$ cat config.mk
export PLATFORM = sky130hd
export DESIGN_NAME = pow_res_fifo
export DESIGN_NICKNAME = d
export VERILOG_FILES = /design/src/rtl/pow_res_fifo.sv
export SDC_FILE = /design/constraint.sdc
export NUM_CORES = 1
export LEC_CHECK = 0
export ABC_AREA = 0
export CAP_MARGIN = 10
export CORE_MARGIN = 2
export CORE_UTILIZATION = 40
export DETAILED_ROUTE_END_ITERATION = 16
export GPL_TIMING_DRIVEN = 0
export PLACE_DENSITY = 0.73
export RECOVER_POWER = 50
export SLEW_MARGIN = 10
export SYNTH_ARGS = -nofsm -noshare
export SYNTH_HDL_FRONTEND = slang
export SYNTH_SLANG_ARGS = --single-unit
$ cat constraint.sdc
create_clock -name clk -period 3.4 [get_ports clk]
set_input_delay 0.34 -clock clk [delete_from_list [all_inputs] [get_ports clk]]
set_output_delay 0.34 -clock clk [all_outputs]
set_load 0.01 [all_outputs]
$ cat src/rtl/pow_res_fifo.sv
// Buffers the power unit's unstallable result stream behind a valid/ready consumer; 1-cycle write-to-read, FWFT head.
// Backpressure: out_rdy stalls the head only; a result arriving while full with no pop is dropped and flags sticky overflow.
module pow_res_fifo #(
    parameter int w     = 8,
    parameter int depth = 4
) (
    input  logic                   clk,
    input  logic                   rst_n,
    input  logic                   in_vld,
    input  logic [w-1:0]           in_data,
    output logic                   out_vld,
    input  logic                   out_rdy,
    output logic [w-1:0]           out_data,
    output logic                   full,
    output logic                   empty,
    output logic                   overflow,
    output logic [$clog2(depth):0] count
);
    localparam int aw = $clog2(depth);
    localparam logic [aw:0] full_cnt = (aw + 1)'(depth);

    logic [w-1:0]  mem_q [depth];
    logic [aw-1:0] rd_ptr_q, rd_ptr_d;
    logic [aw-1:0] wr_ptr_q, wr_ptr_d;
    logic [aw:0]   count_q, count_d;
    logic          overflow_q, overflow_d;
    logic          pop, push;

    always_comb begin
        pop        = out_vld & out_rdy;
        // When full, a simultaneous pop frees the slot the push lands in.
        push       = in_vld & (~full | pop);
        rd_ptr_d   = rd_ptr_q;
        wr_ptr_d   = wr_ptr_q;
        count_d    = count_q;
        overflow_d = overflow_q | (in_vld & full & ~pop);
        if (pop)  rd_ptr_d = rd_ptr_q + aw'(1);
        if (push) wr_ptr_d = wr_ptr_q + aw'(1);
        case ({push, pop})
            2'b10:   count_d = count_q + (aw + 1)'(1);
            2'b01:   count_d = count_q - (aw + 1)'(1);
            default: count_d = count_q;
        endcase
    end

    always_ff @(posedge clk or negedge rst_n) begin
        if (!rst_n) begin
            rd_ptr_q   <= '0;
            wr_ptr_q   <= '0;
            count_q    <= '0;
            overflow_q <= 1'b0;
        end else begin
            rd_ptr_q   <= rd_ptr_d;
            wr_ptr_q   <= wr_ptr_d;
            count_q    <= count_d;
            overflow_q <= overflow_d;
        end
    end

    always_ff @(posedge clk) begin
        if (push) mem_q[wr_ptr_q] <= in_data;
    end

    assign empty    = (count_q == '0);
    assign full     = (count_q == full_cnt);
    assign out_vld  = ~empty;
    assign out_data = mem_q[rd_ptr_q];
    assign overflow = overflow_q;
    assign count    = count_q;
endmodule

== Word level (Yosys, flattened, before mapping) ==
Memory sizes are Yosys's and may differ from the RTL's.
Index checks and enable logic that the tools add are counted.
Word-level totals
  word-level logic and storage cells: 26
  flip-flop bits (word level): 8
  memories: 1
  RAM bits: 32
  output and inout port bits: 15
  bits of input ports: 12
Memory list
  mem_q: depth 4, bits a word 8, rd ports 1, clocked after Yosys merged registers in 0, wr ports 1, line 22  | logic [w-1:0] mem_q [depth];
Cells by class
  equal/unequal tests: 3
  bitwise operators: 9
  multiplexer cells: 3
  reduce and logical (&&, ||, !) cells: 2
  $add $sub $neg: 4
Operator list (count)
  $pmux W3 S2: 1
  $add A2 B1 Y2 const B: 2
  $and A1 B1 Y1: 4
  $add A3 B1 Y3 const B: 1
  $eq A3 B3 Y1 const B: 1
  $logic_not A3 Y1: 1
  $not A1 Y1: 3
  $sub A3 B1 Y3 const B: 1
  $eq A2 B1 Y1 const B: 1
  $eq A2 B2 Y1 const B: 1
  $mux W1: 2
  $or A1 B1 Y1: 2
  $reduce_bool A2 Y1: 1

== Longest topological paths before layout ==
Gate-level depths: netlist of the first run.
  word-level depth: 7
  mapped depth: 7
  gate-level depth less buffers: 6

== Least setup slack after synthesis of the first run ==
No wires, ideal clock.
  path kind: flip-flop to flip-flop
  start: reg count_q[0] (netlist: count[0])
  end: reg count_q[1] (netlist: count[1])
  library setup time: 87 ps
  clock period less this slack: 2170 ps
  slack: 1230 ps
  buffers on the path: 1
  data arrival time: 2083 ps
  cell stages (with the launch flop): 8
  required time: 3313 ps
  path through: dfrtp_1 or3_2 clkbuf_1 nand3b_1 fa_1 o21ba_2 o211ai_1 a22oi_1
On the way
  word-level cells in the longest chain between the ends: 7
  elaborated cells on any way between the ends: 13
  those cells by class: 2 x add/sub; 3 x eq/ne; 1 x mux; 5 x bitwise; 2 x reduce/logical
Ends and longest elaborated chain
  start, declared: line 25  | logic [aw:0] count_q, count_d;
  start signal, assigned: line 55  | count_q <= count_d;
  $logic_not A3 Y1 *: line 64  | assign empty = (count_q == '0);
  $not A1 Y1 *: line 66  | assign out_vld = ~empty;
  via out_vld: line 11  | output logic out_vld,
  $and A1 B1 Y1 *: line 30  | pop = out_vld & out_rdy;
  $or A1 B1 Y1: line 32  | push = in_vld & (~full | pop);
  $and A1 B1 Y1: line 32
  $eq A2 B1 Y1 or $eq A2 B2 Y1 (tied branches): line 39  | case ({push, pop})
  $pmux W3 S2 or $reduce_bool A2 Y1 (tied branches)
The timed path passes the listed nets; every way through them passes the cells marked *.
A chain may end at the register's enable or synchronous reset.

== Worst setup path in the final report of the first run ==
  start: reg count_q[0] (netlist: count[0])
  end: out empty
On the way
  word-level cells in the longest chain between the ends: 1
Ends and longest elaborated chain
  $logic_not A3 Y1: line 64
  end, declared: line 15  | output logic empty,
No other way between the ends.

==> summary.md, run 1 <==
| Metric | Value |
|---|---|
| YS warnings | 0 |
| Syn Std Cell Area | 1713 um2 |
| DRT Wirelength | 2.968 mm |
| CTS Buffer Depth | 2 |
| Post-synthesis sequential area ratio | 0.6779 |
| Rel. slew slack | 0.5975 |
| # rows | 23 |
| Layout cell share with drive strength beyond 1 | 0.1846 |
| Mean area per synthesized cell | 17.84 um2 |
| Storage cell area | 1161 um2 |
| Area of the multi-input gates | 493.0 um2 |
| Crit-path cells | or3_2 -> clkbuf_1 -> inv_1 -> clkdlybuf4s50_1 |
| Reg clk slew, reported paths | 70 ps |
| Vias in the first global route | 985 |
| Post-synth top area cell | edfxtp_1 |
| Post-cts gate resize count | 0 |
| Setup bufs post-CTS | 0 |
| Synth Flop Type | edfxtp_1 |
| Max-Cap Viols | 0 |
| Power per cell area | 857.1 nW/um2 |
| Finish-stage setup viols | 0 |
| Post-Syn Nets | 113 |
| Setup TNS | 0 ps |
| Worst slew pin tran | 603.8 ps |
| Core area | 4058 um2 |
| Cts bufs inserted | 5 |
| Iteration-0 DRC Markers | 67 |
| Initial antenna violation count | 0 |
| Total track usage | 0.1299 |
| Fin. max-slew vios | 0 |
| H-tree Lvls | 2 |
| Max stage delay on crit path | 530 ps |
| Clk sinks | 40 |
| Hold bufs inserted after CTS | 0 |
| CTS root buffer | clkbuf_8 |
| Routed Antenna Nets | 0 |
| Post-Synthesis Cells | 96 |
| Gr ovfl total | 0 |
| Starting density of the core | 0.4221 |
| Filler instances | 330 |
| FFs w/ async S/R, synth | 0.2000 |
| CP startpoint kind | flop |
| Num ports | 27 |
| ANT cells | 0 |
| Die area | 4822 um2 |
| Wire per inst | 16.49 um |
| Gpl congestion | 0.7558 |
| I/O Buffers | 26 |
| CP Launch Point | count[0] |
| Final Cell Area | 2135 um2 |
| Area Growth Syn to Fin | 24.62% |
| Post-synth cell types | 34 |
| Max Freq | 429.3 MHz |
| Synth Register Bits | 40 |
| Outcome | complete, no violations |
| Vias per cell | 5.222 |
| Clock skew | 5.064 ps |
| Dpl hpwl | 2.025 mm |
| Setup Crit Path Kind | reg -> out |
| Dominant cells by area after synthesis | edfxtp_1 56%, dfrtp_1 12%, mux4_2 11%, ha_1 2.9%, and2_2 1.8% |
| Worst Path Arrival | 1990 ps |
| Critical Path RT | 3060 ps |
| Setup crit end kind | output port |
| RSZ-0062 raised after global routing | false |
| Fin crit share | 0.6851 |
| VDD IR-drop max | 0.3911 mV |
| Die H | 69.44 um |
| Clock latency at the later pin of the worst-skew pair | 280 ps |
| Routed vias | 940 |
| Final nets | 146 |
| Most common cell after layout, fill and taps aside | edfxtp_1 |
| Final hold vios | 0 |
| Post-synth EDFFs | 32 |
| Largest net degree at the start of global routing | 13 |
| Detailed Routing Iterations Pass 1 | 4 |
| Most frequent cells in the layout | 32 x edfxtp_1, 15 x clkdlybuf4s50_1, 11 x dlygate4sd3_1 |
| First-pass GRT wire length | 4.712 mm |
| Share of the synthesized area in the top cell type | 0.5610 |
| Instance area after placement | 2036 um2 |
| RR Startpoint | count[0] |
| Crit Path Max Fanout | 7 |
| CTS tree | done |
| Tmin final | 2329 ps |
| CP max stage cell | clkdlybuf4s50_1 |
| DRC | 0 |
| Leakage | 0.7724 nW |
| Die width | 69.44 um |
| HP Class | in -> async |
==> flip-flops by register name, summed over array words and instances, names as in the netlist <==
register / cells
mem_q: 32
wr_ptr_q: 2
overflow: 1
count: 3
rd_ptr_q: 2
==> critical path: cells and delay by family, from the launching register on <==
kind                   cells  cell delay, ps
flip-flops                 1             450
AND/OR/NAND/NOR            1             490
buffers and inverters      3             770
==> metrics by stage <==
| stage | total power [mW] | instances | utilization | setup WS, ps | hold WS (ps) |
|---|---|---|---|---|---|
| final | 1.829 | 180 | 0.5261 | 1071 | 424.4 |
| after global routing | 1.936 | 180 | 0.5261 | 957.1 | 455.3 |
| after CTS | 1.863 | 180 | 0.5282 | 1030 | 360.7 |
| after detailed placement | 1.488 | 172 | 0.5017 | 968.1 | 476.0 |
| after global placement | 1.456 | 172 | 0.5017 | 1045 | 464.2 |
| after floorplan | 1.164 | 96 | - | 1230 | 44.41 |
==> where the power goes <==
group          switching, mW  internal, mW
Combinational          0.329         0.404
Clock                  0.149         0.218
Sequential            0.0678         0.662
Total                  0.546          1.28
==> layout make-up <==
cell class                      instances  area share
Clock inverter                          2     0.01641
Buffer                                  5     0.01290
Multi-Input combinational cell         45      0.2309
Inverter                                6     0.01055
Timing Repair Buffer                   26      0.1219
Tap cell                               50     0.02931
Clock buffer                            6     0.03400
Sequential cell                        40      0.5440
==> cell usage after synthesis (all sizes together) (2+ instances only) <==
cell and number:
and2 4, buf 4, dfrtp 8, edfxtp 32
ha 4, inv 6, mux4 8, nand3 2
nand3b 2, xnor2 3, xor2 2
==> metal layers <==
metal / vias up / track usage / wire (um)
met3: 4 / 0.04942 / 161
met4: 0 / 0.03922 / 38
met5: - / 0 / 0
li1: 433 / - / -
met1: 471 / 0.1555 / 1321
met2: 32 / 0.2179 / 1447
==> cells by family (layout without fill, tap and decap cells) <==
family                     Yosys count  count (layout)  share of synthesized area
adders and majority gates            5               5                    0.04091
buffers and inverters               11              45                    0.02994
muxes                                9               9                     0.1139
AOI/OAI and AO/OA                    9               9                    0.04602
DFF                                 40              40                     0.6779
xor gates and xnor gates             5               5                    0.02557
and+or+nand+nor                     17              17                    0.06574
==> worst paths after layout <==
check / end / slack, ps / cells past startpoint
max: empty / 1070 / 4
min: overflow / 420 / 1
max reg2reg: count[1] / 1090 / 7
min reg2reg: overflow / 490 / 1
max in group asynchronous: rd_ptr_q[1] / 2690 / 1
min in group clk: overflow / 490 / 1
No activity file was read; power rests on OpenSTA's default activity.
==> inputs of run 2 (changes only) <==
==> constraint.sdc (replaced) <==
create_clock -name clk -period 2.3 [get_ports clk]
set_input_delay 0.23 -clock clk [delete_from_list [all_inputs] [get_ports clk]]
set_output_delay 0.23 -clock clk [all_outputs]
set_load 0.01 [all_outputs]
==> run 2 against run 1 <==
  * Routed wire length up 0.20%
  * Non-clock buffer count down 2
  * Utilization up 0.062 points
  * Clock power up 47%
  * Register-to-register slack worse by 1000 ps
  * Largest power group is now sequential cells
==> summary.md, run 2 (synthesis results as in run 1) <==
| Metric | Value |
|---|---|
| Detailed Routing Iterations Pass 1 | 4 (unchanged) |
| Num ports | 27 (unchanged) |
| Max-Cap Viols | 0 (unchanged) |
| Fin. max-slew vios | 0 (unchanged) |
| Critical Path RT | 2500 ps (-560 ps) |
| Final Cell Area | 2137 um2 (+0.12%) |
| Dpl cells | 172 (unchanged) |
| Clock skew | 4.015 ps (-1.049 ps) |
| P_int | 1.905 mW (+48%) |
| Worst Path Arrival | 2440 ps (+450 ps) |
| Leakage | 0.7731 nW (about the same) |
| Setup Crit Path Kind | reg -> reg |
| Most frequent cells in the layout | 32 x edfxtp_1, 15 x clkdlybuf4s50_1, 11 x dlygate4sd3_1 |
| Total track usage | 0.1302 (+0.0002716) |
| Initial antenna violation count | 0 (unchanged) |
| Final Non-Filler Cells | 178 (-1.1%) |
| RR Startpoint | count[0] |
| HP Class | in -> async |
| Largest register FFs | 32 (unchanged) |
| Cts bufs inserted | 5 (unchanged) |
| Filler instances | 333 (+0.91%) |
| Sequential share of power | 0.409 (+0.010) |
| Die width | 69.44 um (unchanged) |
| Layout cell share with drive strength beyond 1 | 0.2109 (+0.02632) |
| CTS Buffer Depth | 2 (unchanged) |
| DRT Wirelength | 2.974 mm (+0.20%) |
| Iteration-0 DRC Markers | 55 (-18%) |
| Final Power | 2.718 mW (+49%) |
| # rows | 23 (unchanged) |
| Final core utilization | 0.5267 (+0.0006170) |
| Instance area after placement | 2036 um2 (unchanged) |
| Fin crit share | 0.9741 |
| Dpl hpwl | 2.025 mm (unchanged) |
| Setup bufs post-CTS | 0 (unchanged) |
| DRC | 0 (unchanged) |
| Largest net degree at the start of global routing | 13 (unchanged) |
| Gr ovfl total | 0 (unchanged) |
| Sw Share | 0.2990 (+0.0007708) |
| I/O Buffers | 26 (unchanged) |
| Reg2reg end | count[1] |
| First-pass GRT wire length | 4.719 mm (+0.15%) |
| Area Growth Syn to Fin | 24.76% |
| Core area | 4058 um2 (unchanged) |
| Die area | 4822 um2 (unchanged) |
| Reg clk slew, reported paths | 70 ps (about the same) |
| R2R cell count | 6 (-1) |
| Routed Antenna Nets | 0 (unchanged) |
| Routed vias | 932 (-0.85%) |
| Power per cell area | 1272 nW/um2 (+48%) |
| Crit Path Max Fanout | 7 (unchanged) |
| Hold bufs inserted after CTS | 0 (unchanged) |
| CTS tree | done |
| P_sw | 812.5 uW (+49%) |
| Rel. slew slack | 0.7085 (+0.1110) |
| Largest Register | mem_q |
| Vias in the first global route | 985 (unchanged) |
| Gpl congestion | 0.7558 (unchanged) |
| Clock latency at the later pin of the worst-skew pair | 280 ps (about the same) |
| Vias per cell | 5.236 (+0.26%) |
| CTS root buffer | clkbuf_8 |
| Final nets | 144 (-1.4%) |
| Finish-stage setup viols | 0 (unchanged) |
| R2R Setup Slk | 60 ps (-1030 ps) |
| Worst slew pin tran | 437.3 ps (-166.5 ps) |
| Clk sinks | 40 (unchanged) |
| Max Freq | 446.3 MHz |
| VDD IR-drop max | 0.5874 mV (+50%) |
| Most common cell after layout, fill and taps aside | edfxtp_1 |
| Combinational share of power | 0.392 (-0.008) |
| Wire per inst | 16.71 um (+1.3%) |
| Outcome | complete, no violations |
| Final hold vios | 0 (unchanged) |
| Clock power frac | 0.199 (about the same) |
| Die H | 69.44 um (unchanged) |
| Setup crit end kind | flop |
| Hold slack | 314.8 ps (-109.6 ps) |
| Starting density of the core | 0.4221 (unchanged) |
| Tmin final | 2240 ps |
| CP startpoint kind | flop |
| ANT cells | 0 (unchanged) |
| H-tree Lvls | 2 (unchanged) |
run 2: area by class of cell:
type | instances | area (um2) | share of cell area
flip-flops and latches | 40 | 1162 | 0.5439
multi-input cells | 45 | 498.0 | 0.2330
repair buffers | 26 | 260.3 | 0.1218
clock buffers | 6 | 72.57 | 0.03396
well taps | 50 | 62.56 | 0.02927
clock inverters | 2 | 35.03 | 0.01639
plain buffers | 3 | 23.77 | 0.01112
inverters | 6 | 22.52 | 0.01054
run 2: metal layers:
metal,GRT usage,part of all wire,up-vias
li1,-,-,427
met1,0.1563,0.43,468
met2,0.2179,0.50,33
met3,0.04942,0.057,4
met4,0.03922,0.013,0
met5,0,0,-
run 2: power by group through the flow:
stage | sequential (mW) | clock (mW) | combinational [mW]
2_1_floorplan | 1.08 | 0 | 0.643
3_3_place_gp | 1.08 | 0 | 1.07
3_5_place_dp | 1.09 | 0 | 1.11
4_1_cts | 1.08 | 0.555 | 1.12
5_1_grt | 1.13 | 0.587 | 1.16
6_report | 1.11 | 0.540 | 1.07
run 2: repair_timing:
item                       CTS  global route
setup endpoints to repair    1             3
resized for setup            1             3
pin swaps                    0             1
run 2: through the flow:
stage	setup WS [ps]	TNS, ps
2_1_floorplan	130.0	0
3_3_place_gp	54.50	0
3_5_place_dp	-21.94	-27.92
4_1_cts	3.821	0
5_1_grt	-20.21	-20.21
6_report	59.55	0
run 2: worst max-delay path by stage:
stage / start / end / slack (ps) / cells past startpoint
6_report: count[0] / count[1] / 60 / 6
3_3_place_gp: in_vld / count[2] / 50 / 7
2_1_floorplan: count[0] / count[1] / 130 / 7
4_1_cts: count[2] / count[1] / 4 / 7
3_5_place_dp: in_vld / count[2] / -20 / 7
5_1_grt: count[0] / count[1] / -20 / 6
run 2: worst max-delay path, cell delays in order (launching register included):
cell	delay (ps)
dfrtp_1	450
or3_2	560
nand3b_1	130
fa_1	450
o21ba_2	260
o211ai_1	110
a22oi_2	200
